## config.mk

```make
export PLATFORM = sky130hd
export DESIGN_NAME = control_unit
export DESIGN_NICKNAME = d
export VERILOG_FILES = /design/src/rtl/gp_defs.sv /design/src/rtl/enter_sync.sv /design/src/rtl/control_unit.sv
export SDC_FILE = /design/constraint.sdc
export NUM_CORES = 1
export LEC_CHECK = 0
export ABC_AREA = 1
export CORE_AREA = 2 2 39 41
export DETAILED_ROUTE_END_ITERATION = 8
export DIE_AREA = 0 0 41 43
export PLACE_DENSITY = 0.72
export SLEW_MARGIN = 20
export SYNTH_ARGS = -nofsm -noshare
export SYNTH_HDL_FRONTEND = slang
export SYNTH_SLANG_ARGS = --single-unit
export TNS_END_PERCENT = 5
```

## constraint.sdc

```tcl
create_clock -name Clock -period 2.1 [get_ports Clock]
set_input_delay 0.42 -clock Clock [delete_from_list [all_inputs] [get_ports Clock]]
set_output_delay 0.42 -clock Clock [all_outputs]
set_load 0.05 [all_outputs]
```

## src/rtl/gp_defs.sv

```systemverilog
// Shared definitions for the 8-bit datapath and its controller:
// opcodes, controller state encodings and A-source select codes.
package gp_defs;

    localparam logic [2:0] OP_LOAD  = 3'b000;
    localparam logic [2:0] OP_STORE = 3'b001;
    localparam logic [2:0] OP_ADD   = 3'b010;
    localparam logic [2:0] OP_SUB   = 3'b011;
    localparam logic [2:0] OP_INPUT = 3'b100;
    localparam logic [2:0] OP_JZ    = 3'b101;
    localparam logic [2:0] OP_JPOS  = 3'b110;
    localparam logic [2:0] OP_HALT  = 3'b111;

    typedef enum logic [3:0] {
        S_START  = 4'd0,
        S_FETCH  = 4'd1,
        S_DECODE = 4'd2,
        S_LOAD   = 4'd3,
        S_STORE  = 4'd4,
        S_ADD    = 4'd5,
        S_SUB    = 4'd6,
        S_INWAIT = 4'd7,
        S_INLOAD = 4'd8,
        S_JZ     = 4'd9,
        S_JPOS   = 4'd10,
        S_HALT   = 4'd11
    } state_t;

    // Code 2'b11 is reserved and never driven.
    localparam logic [1:0] ASEL_ALU = 2'b00;
    localparam logic [1:0] ASEL_IN  = 2'b01;
    localparam logic [1:0] ASEL_RAM = 2'b10;

endpackage

```

## src/rtl/enter_sync.sv

```systemverilog
// Brings the raw Enter pushbutton into the Clock domain and turns each
// press into a single-cycle pulse, however long the button is held.
module enter_sync (
    input  logic Clock,
    input  logic Reset,
    input  logic Enter,
    output logic enter_pulse
);

    logic sync1;
    logic sync2;
    logic prev;

    always_ff @(posedge Clock or negedge Reset) begin
        if (!Reset) begin
            sync1 <= 1'b0;
            sync2 <= 1'b0;
            prev  <= 1'b0;
        end else begin
            sync1 <= Enter;
            sync2 <= sync1;
            prev  <= sync2;
        end
    end

    assign enter_pulse = sync2 & ~prev;

endmodule

```

## src/rtl/control_unit.sv

```systemverilog
// Fetch/decode/execute sequencer for the 8-bit datapath. Outputs are decoded
// from the state register; only PCload in JZ/JPOS also looks at a flag.
module control_unit
    import gp_defs::*;
(
    input  logic       Clock,
    input  logic       Reset,
    input  logic       Enter,
    input  logic [2:0] IR,
    input  logic       Aeq0,
    input  logic       Apos,
    output logic       PCload,
    output logic       JMPmux,
    output logic       IRload,
    output logic       Meminst,
    output logic       MemWr,
    output logic       Aload,
    output logic       Sub,
    output logic [1:0] Asel,
    output logic       Halt,
    output logic [3:0] State
);

    state_t state_q;
    state_t state_d;
    logic   run_q;
    logic   enter_pulse;

    enter_sync u_enter_sync (
        .Clock       (Clock),
        .Reset       (Reset),
        .Enter       (Enter),
        .enter_pulse (enter_pulse)
    );

    // run_q holds START for one full cycle after reset release, so the
    // first FETCH lands on the second rising edge.
    always_ff @(posedge Clock or negedge Reset) begin
        if (!Reset) begin
            state_q <= S_START;
            run_q   <= 1'b0;
        end else begin
            state_q <= state_d;
            run_q   <= 1'b1;
        end
    end

    always_comb begin
        state_d = state_q;
        case (state_q)
            S_START:  if (run_q) state_d = S_FETCH;
            S_FETCH:  state_d = S_DECODE;
            S_DECODE: begin
                case (IR)
                    OP_LOAD:  state_d = S_LOAD;
                    OP_STORE: state_d = S_STORE;
                    OP_ADD:   state_d = S_ADD;
                    OP_SUB:   state_d = S_SUB;
                    OP_INPUT: state_d = S_INWAIT;
                    OP_JZ:    state_d = S_JZ;
                    OP_JPOS:  state_d = S_JPOS;
                    default:  state_d = S_HALT;
                endcase
            end
            S_LOAD, S_STORE, S_ADD, S_SUB,
            S_INLOAD, S_JZ, S_JPOS: state_d = S_FETCH;
            // Pulses seen in any other state are simply dropped.
            S_INWAIT: if (enter_pulse) state_d = S_INLOAD;
            S_HALT:   state_d = S_HALT;
            default:  state_d = S_START;
        endcase
    end

    always_comb begin
        PCload  = 1'b0;
        JMPmux  = 1'b0;
        IRload  = 1'b0;
        Meminst = 1'b0;
        MemWr   = 1'b0;
        Aload   = 1'b0;
        Sub     = 1'b0;
        Asel    = ASEL_ALU;
        Halt    = 1'b0;
        case (state_q)
            S_FETCH: begin
                Meminst = 1'b1;
                IRload  = 1'b1;
                PCload  = 1'b1;
            end
            S_LOAD: begin
                Asel  = ASEL_RAM;
                Aload = 1'b1;
            end
            S_STORE:  MemWr = 1'b1;
            S_ADD:    Aload = 1'b1;
            S_SUB: begin
                Aload = 1'b1;
                Sub   = 1'b1;
            end
            S_INWAIT: Asel = ASEL_IN;
            S_INLOAD: begin
                Asel  = ASEL_IN;
                Aload = 1'b1;
            end
            S_JZ: begin
                JMPmux = 1'b1;
                PCload = Aeq0;
            end
            S_JPOS: begin
                JMPmux = 1'b1;
                PCload = Apos;
            end
            S_HALT:   Halt = 1'b1;
            default:  ;
        endcase
    end

    assign State = state_q;

endmodule

```

Word-level counts from Yosys, hierarchy flattened:

Index checks and enable logic that the tools add are counted.

* bits in registers: 8
* input bits: 8
* output and inout bits: 14
* logic and storage cells: 45

* equality and inequality tests: 19
* mux-type cells: 12
* bitwise gates (word level): 2
* reduce and logical (&&, ||, !) cells: 7

Operator list (count)
* $pmux W4 S7: 1
* $pmux W4 S6: 1
* $eq A4 B3 Y1 const B: 4
* $eq A4 B4 Y1 const B: 4
* $eq A3 B3 Y1 const B: 3
* $eq A4 B2 Y1 const B: 2
* $mux W4: 2
* $reduce_or A7 Y1: 1
* $eq A3 B2 Y1 const B: 2
* $mux W1: 6
* $eq A4 B1 Y1 const B: 1
* $logic_not A4 Y1: 1
* $ne A2 B2 Y1 const B: 2
* $pmux W2 S2: 1
* $reduce_or A2 Y1: 2
* $reduce_or A4 Y1: 1
* $eq A3 B1 Y1 const B: 1
* $logic_not A3 Y1: 1
* $pmux W1 S3: 1
* $reduce_and A2 Y1: 1
* $and A1 B1 Y1: 1
* $not A1 Y1: 1

Depth between registers and ports, before layout:

* depth in word-level cells: 4
* gate-level depth with buffers: 8
* depth with buffers taken out: 8

Modules after synthesis:

From an unflattened synthesis, not the netlist that was laid out.

* cells, all modules: 71
* area total of the unflattened synthesis: 506.7 µm²

By module, submodules not included
* control_unit: times used 1, cells each 66, area each 421.7 µm², sequential area each 125.1 µm²
* enter_sync: times used 1, cells each 5, area each 85.1 µm², sequential area each 75.1 µm²

Least setup slack after synthesis:

OpenSTA, ideal clock, no wires.

* path type: reg2out
* start: register state_q[0], in the netlist State[0]
* end: output PCload
* arrival: 2.258 ns
* required time: 1.680 ns
* slack: -0.578 ns
* stages on the path, launching flop included: 4
* buffers on the path: 0
* cell sequence: dfrtp_1 -> inv_1 -> or2_1 -> o31ai_1

* word-level cells in the longest chain between the ends: 2
* elaborated cells between the ends (all ways): 4
* classes of those cells: 3 x eq/ne; 1 x mux

RTL lines
* start, declared: RTL line control_unit.sv:24 `state_t state_q;`
* start signal, assigned: RTL line control_unit.sv:43 `state_q <= state_d;`
* $eq A4 B4 Y1 or $eq A4 B1 Y1 (tied branches): RTL line control_unit.sv:84 `case (state_q)`
* $pmux W1 S3 (*): RTL line control_unit.sv:84
* end, declared: RTL line control_unit.sv:12 `output logic PCload,`

Every way passes the cells marked *; elsewhere a longest branch is shown, timed or not.

Worst setup path in the final report:

* start: register state_q[1], in the netlist State[1]
* end: output State[1]

RTL lines
* end, declared: RTL line control_unit.sv:21 `output logic [3:0] State`

No word-level cell between the ends.

==> impl_metrics.py <==
metrics = {
    "logic_synthesis": {
        "syn_area_per_cell_sq_um": 7.090,
        "syn_inst": 69,
        "ys_ff_latch": 8,
        "ys_warn_count": 0,
        "synthDistinctLibCells": 20,
        "synth_area_sq_um": 489.2,
        "ys_seq_area_frac": 0.4092,
        "yosysMostFrequentCell": "nand2_1",
        "synth_top_area_frac": 0.4092,
        "synthFlopType": "dfrtp_1",
        "syn-num-nets": 77,
        "yosysTopAreaCell": "dfrtp_1",
        "synth_enable_flop_cells": 0,
        "synthTopCellsByCount": "16 x nand2_1, 10 x nor2_1, 8 x dfrtp_1",
        "synth_area_leaders": "dfrtp_1 41%, nand2_1 12%, nor2_1 7.7%, nor2_2 6.4%, nand3_1 5.1%",
        "async_flop_share": 1.000,
    },
    "clock_tree": {
        "cts_sinks": 8,
        "cts_hold_buf": 0,
        "root_buffer": "clkbuf_4",
        "cts_tree": "yes",
        "post_cts_resize_count": 0,
        "htreeDepth": 1,
        "cts_buffer_depth": 2,
        "clk_pin_slew_ns": 0.05,
        "cts_made_buffers": 3,
        "clock_latency_ns": 0.25,
        "cts_setup_buffers": 0,
    },
    "critical_path": {
        "crit_buf_inv": 1,
        "worstPathMaxFanout": 7,
        "start_kind": "flip-flop",
        "worstPathRequired_ns": 1.68,
        "cp_top_family": "buffers and inverters",
        "critPathArrivalTime_ns": 1.53,
        "slowest_stage": "clkdlybuf4s50_1",
        "worstPathCellList": "clkdlybuf4s50_1",
        "critical_path.max_stage_delay_ns": 0.84,
        "end_kind": "output pin",
        "critPathKind": "reg -> out",
    },
    "floorplan": {
        "coreArea_sq_um": 1384,
        "die_x_um": 41,
        "rows": 14,
        "design.die.area_sq_um": 1763,
        "ioPinCount": 22,
        "initial_core_util": 0.3535,
        "die_y_um": 43,
    },
    "timing": {
        "period_share": 0.9263,
        "fmax_ghz": 0.5141,
        "period_needed_ns": 1.945,
        "rsz0062_at_grt": "false",
        "final_hold_viol_count": 0,
        "skew_ns": 0.005622,
        "setup_viol": 0,
        "fin_tns_setup_ns": 0,
        "drv_slew": 0,
    },
    "place": {
        "dp_hpwl_um": 838.4,
        "port_buffers": 21,
        "post_dp_cell_area_sq_um": 819.5,
        "place.gp.congestion": 0.8116,
    },
    "global_route": {
        "grt_pass1_vias": 424,
        "antenna_found_initial": 0,
        "grt_pass1_wl_um": 1621,
        "grt-ovfl-total": 0,
        "grt_use_total": 0.1331,
        "grt_max_degree": 9,
    },
    "route": {
        "drcViolationCount": 0,
        "wl_um": 986,
        "vias": 510,
        "avgRoutedWirePerCell_um": 9.130,
        "dr.pass1.iters": 4,
        "via_per_inst": 4.722,
        "drtIter0Drc": 11,
        "antenna_left": 0,
    },
    "finish": {
        "area_growth_pct": 72.12,
        "drive_gt1_frac": 0.2935,
        "finalNetCount": 102,
        "num_antenna_cells": 0,
        "design_area_sq_um": 842.1,
    },
    "power": {
        "swShare": 0.5215,
        "p_sw_w": 0.0007476,
        "power.total_w": 0.001434,
        "p_per_area_nw_per_um2": 1703,
        "leakage_nw": 0.3768,
        "p_int_w": 0.0006861,
        "pwr-share-seq": 0.169,
        "peakVddDrop_mv": 0.7585,
        "clkPwrFrac": 0.078,
        "pwr-share-comb": 0.753,
    },
    "status": {
        "status": "complete, no violations",
    },
    "hold_path": {
        "hold_class": "reg -> reg",
    },
    "flow_run": {
        "cap_viol_max_count": 0,
    },
}
per-stage QoR:
stage	instances	utilization	setup WS, ns	hold slack [ns]
6_report	108	0.6085	0.1547	0.3544
5_1_grt	108	0.6085	0.06117	0.3628
4_1_cts	108	0.6085	0.1430	0.3598
3_5_place_dp	105	0.5922	0.2782	0.3484
3_3_place_gp	105	0.5922	0.2860	0.3344
2_1_floorplan	69	-	-0.3137	0.1244
power groups by stage:
stage	clock [W]	sequential (W)	combinational [W]
finish	0.000112	0.000242	0.00108
global route	0.000126	0.000251	0.00114
CTS	0.000118	0.000243	0.00109
detailed placement	0	0.000246	0.00108
global placement	0	0.000242	0.00108
floorplan	0	0.000344	0.000550
cell families after synthesis:
logic type / synth area share
other cells: 0.007665
compound gates: 0.08182
simple gates: 0.4322
flops: 0.4092
buf+inv: 0.06905
registers in the layout (all words and copies together), names as in the netlist:
signal              count
State                   4
u_enter_sync.sync1      1
u_enter_sync.prev       1
u_enter_sync.sync2      1
run_q                   1
cell type report:
type	count	area (sq um)
fill	124	541.8
sequential	8	200.2
multi-input combinational	53	265.3
clock buffer	3	22.52
tap	16	20.02
inverter	7	26.28
timing repair buffer	21	307.8
cell usage in the layout, fill, tap and decap left out:
cell             count
a21oi_1              3
buf_12              10
buf_4                1
clkbuf_4             3
clkdlybuf4s50_1     10
conb_1               1
dfrtp_1              8
inv_1                6
inv_2                1
nand2_1             16
nand2_2              3
nand3_1              5
nand3b_1             2
nand4_1              1
nor2_1               8
nor2_2               7
nor3_1               1
o211ai_1             1
o21ai_1              2
o31ai_2              1
or2_1                1
or2_2                1
path summary, 6_finish.rpt:
| kind | start | endpoint | slack [ns] | depth (start not counted) |
|---|---|---|---|---|
| min | u_enter_sync.sync1 | u_enter_sync.sync2 | 0.35 | 0 |
| max in group asynchronous | Reset | u_enter_sync.prev | 1.41 | 1 |
| min in group asynchronous | Reset | State[3] | 0.44 | 1 |
| min reg2reg | u_enter_sync.sync1 | u_enter_sync.sync2 | 0.35 | 0 |
| max | State[1] | State[1] | 0.15 | 1 |
| max reg2reg | State[0] | State[1] | 0.85 | 5 |
layer usage:
| metal | GRT usage | routed length [um] |
|---|---|---|
| met5 | 0 | 0 |
| met4 | 0.02000 | 0 |
| met3 | 0.04712 | 68 |
| met2 | 0.2125 | 497 |
| met1 | 0.1706 | 420 |
(Power assumes the default switching activity.)
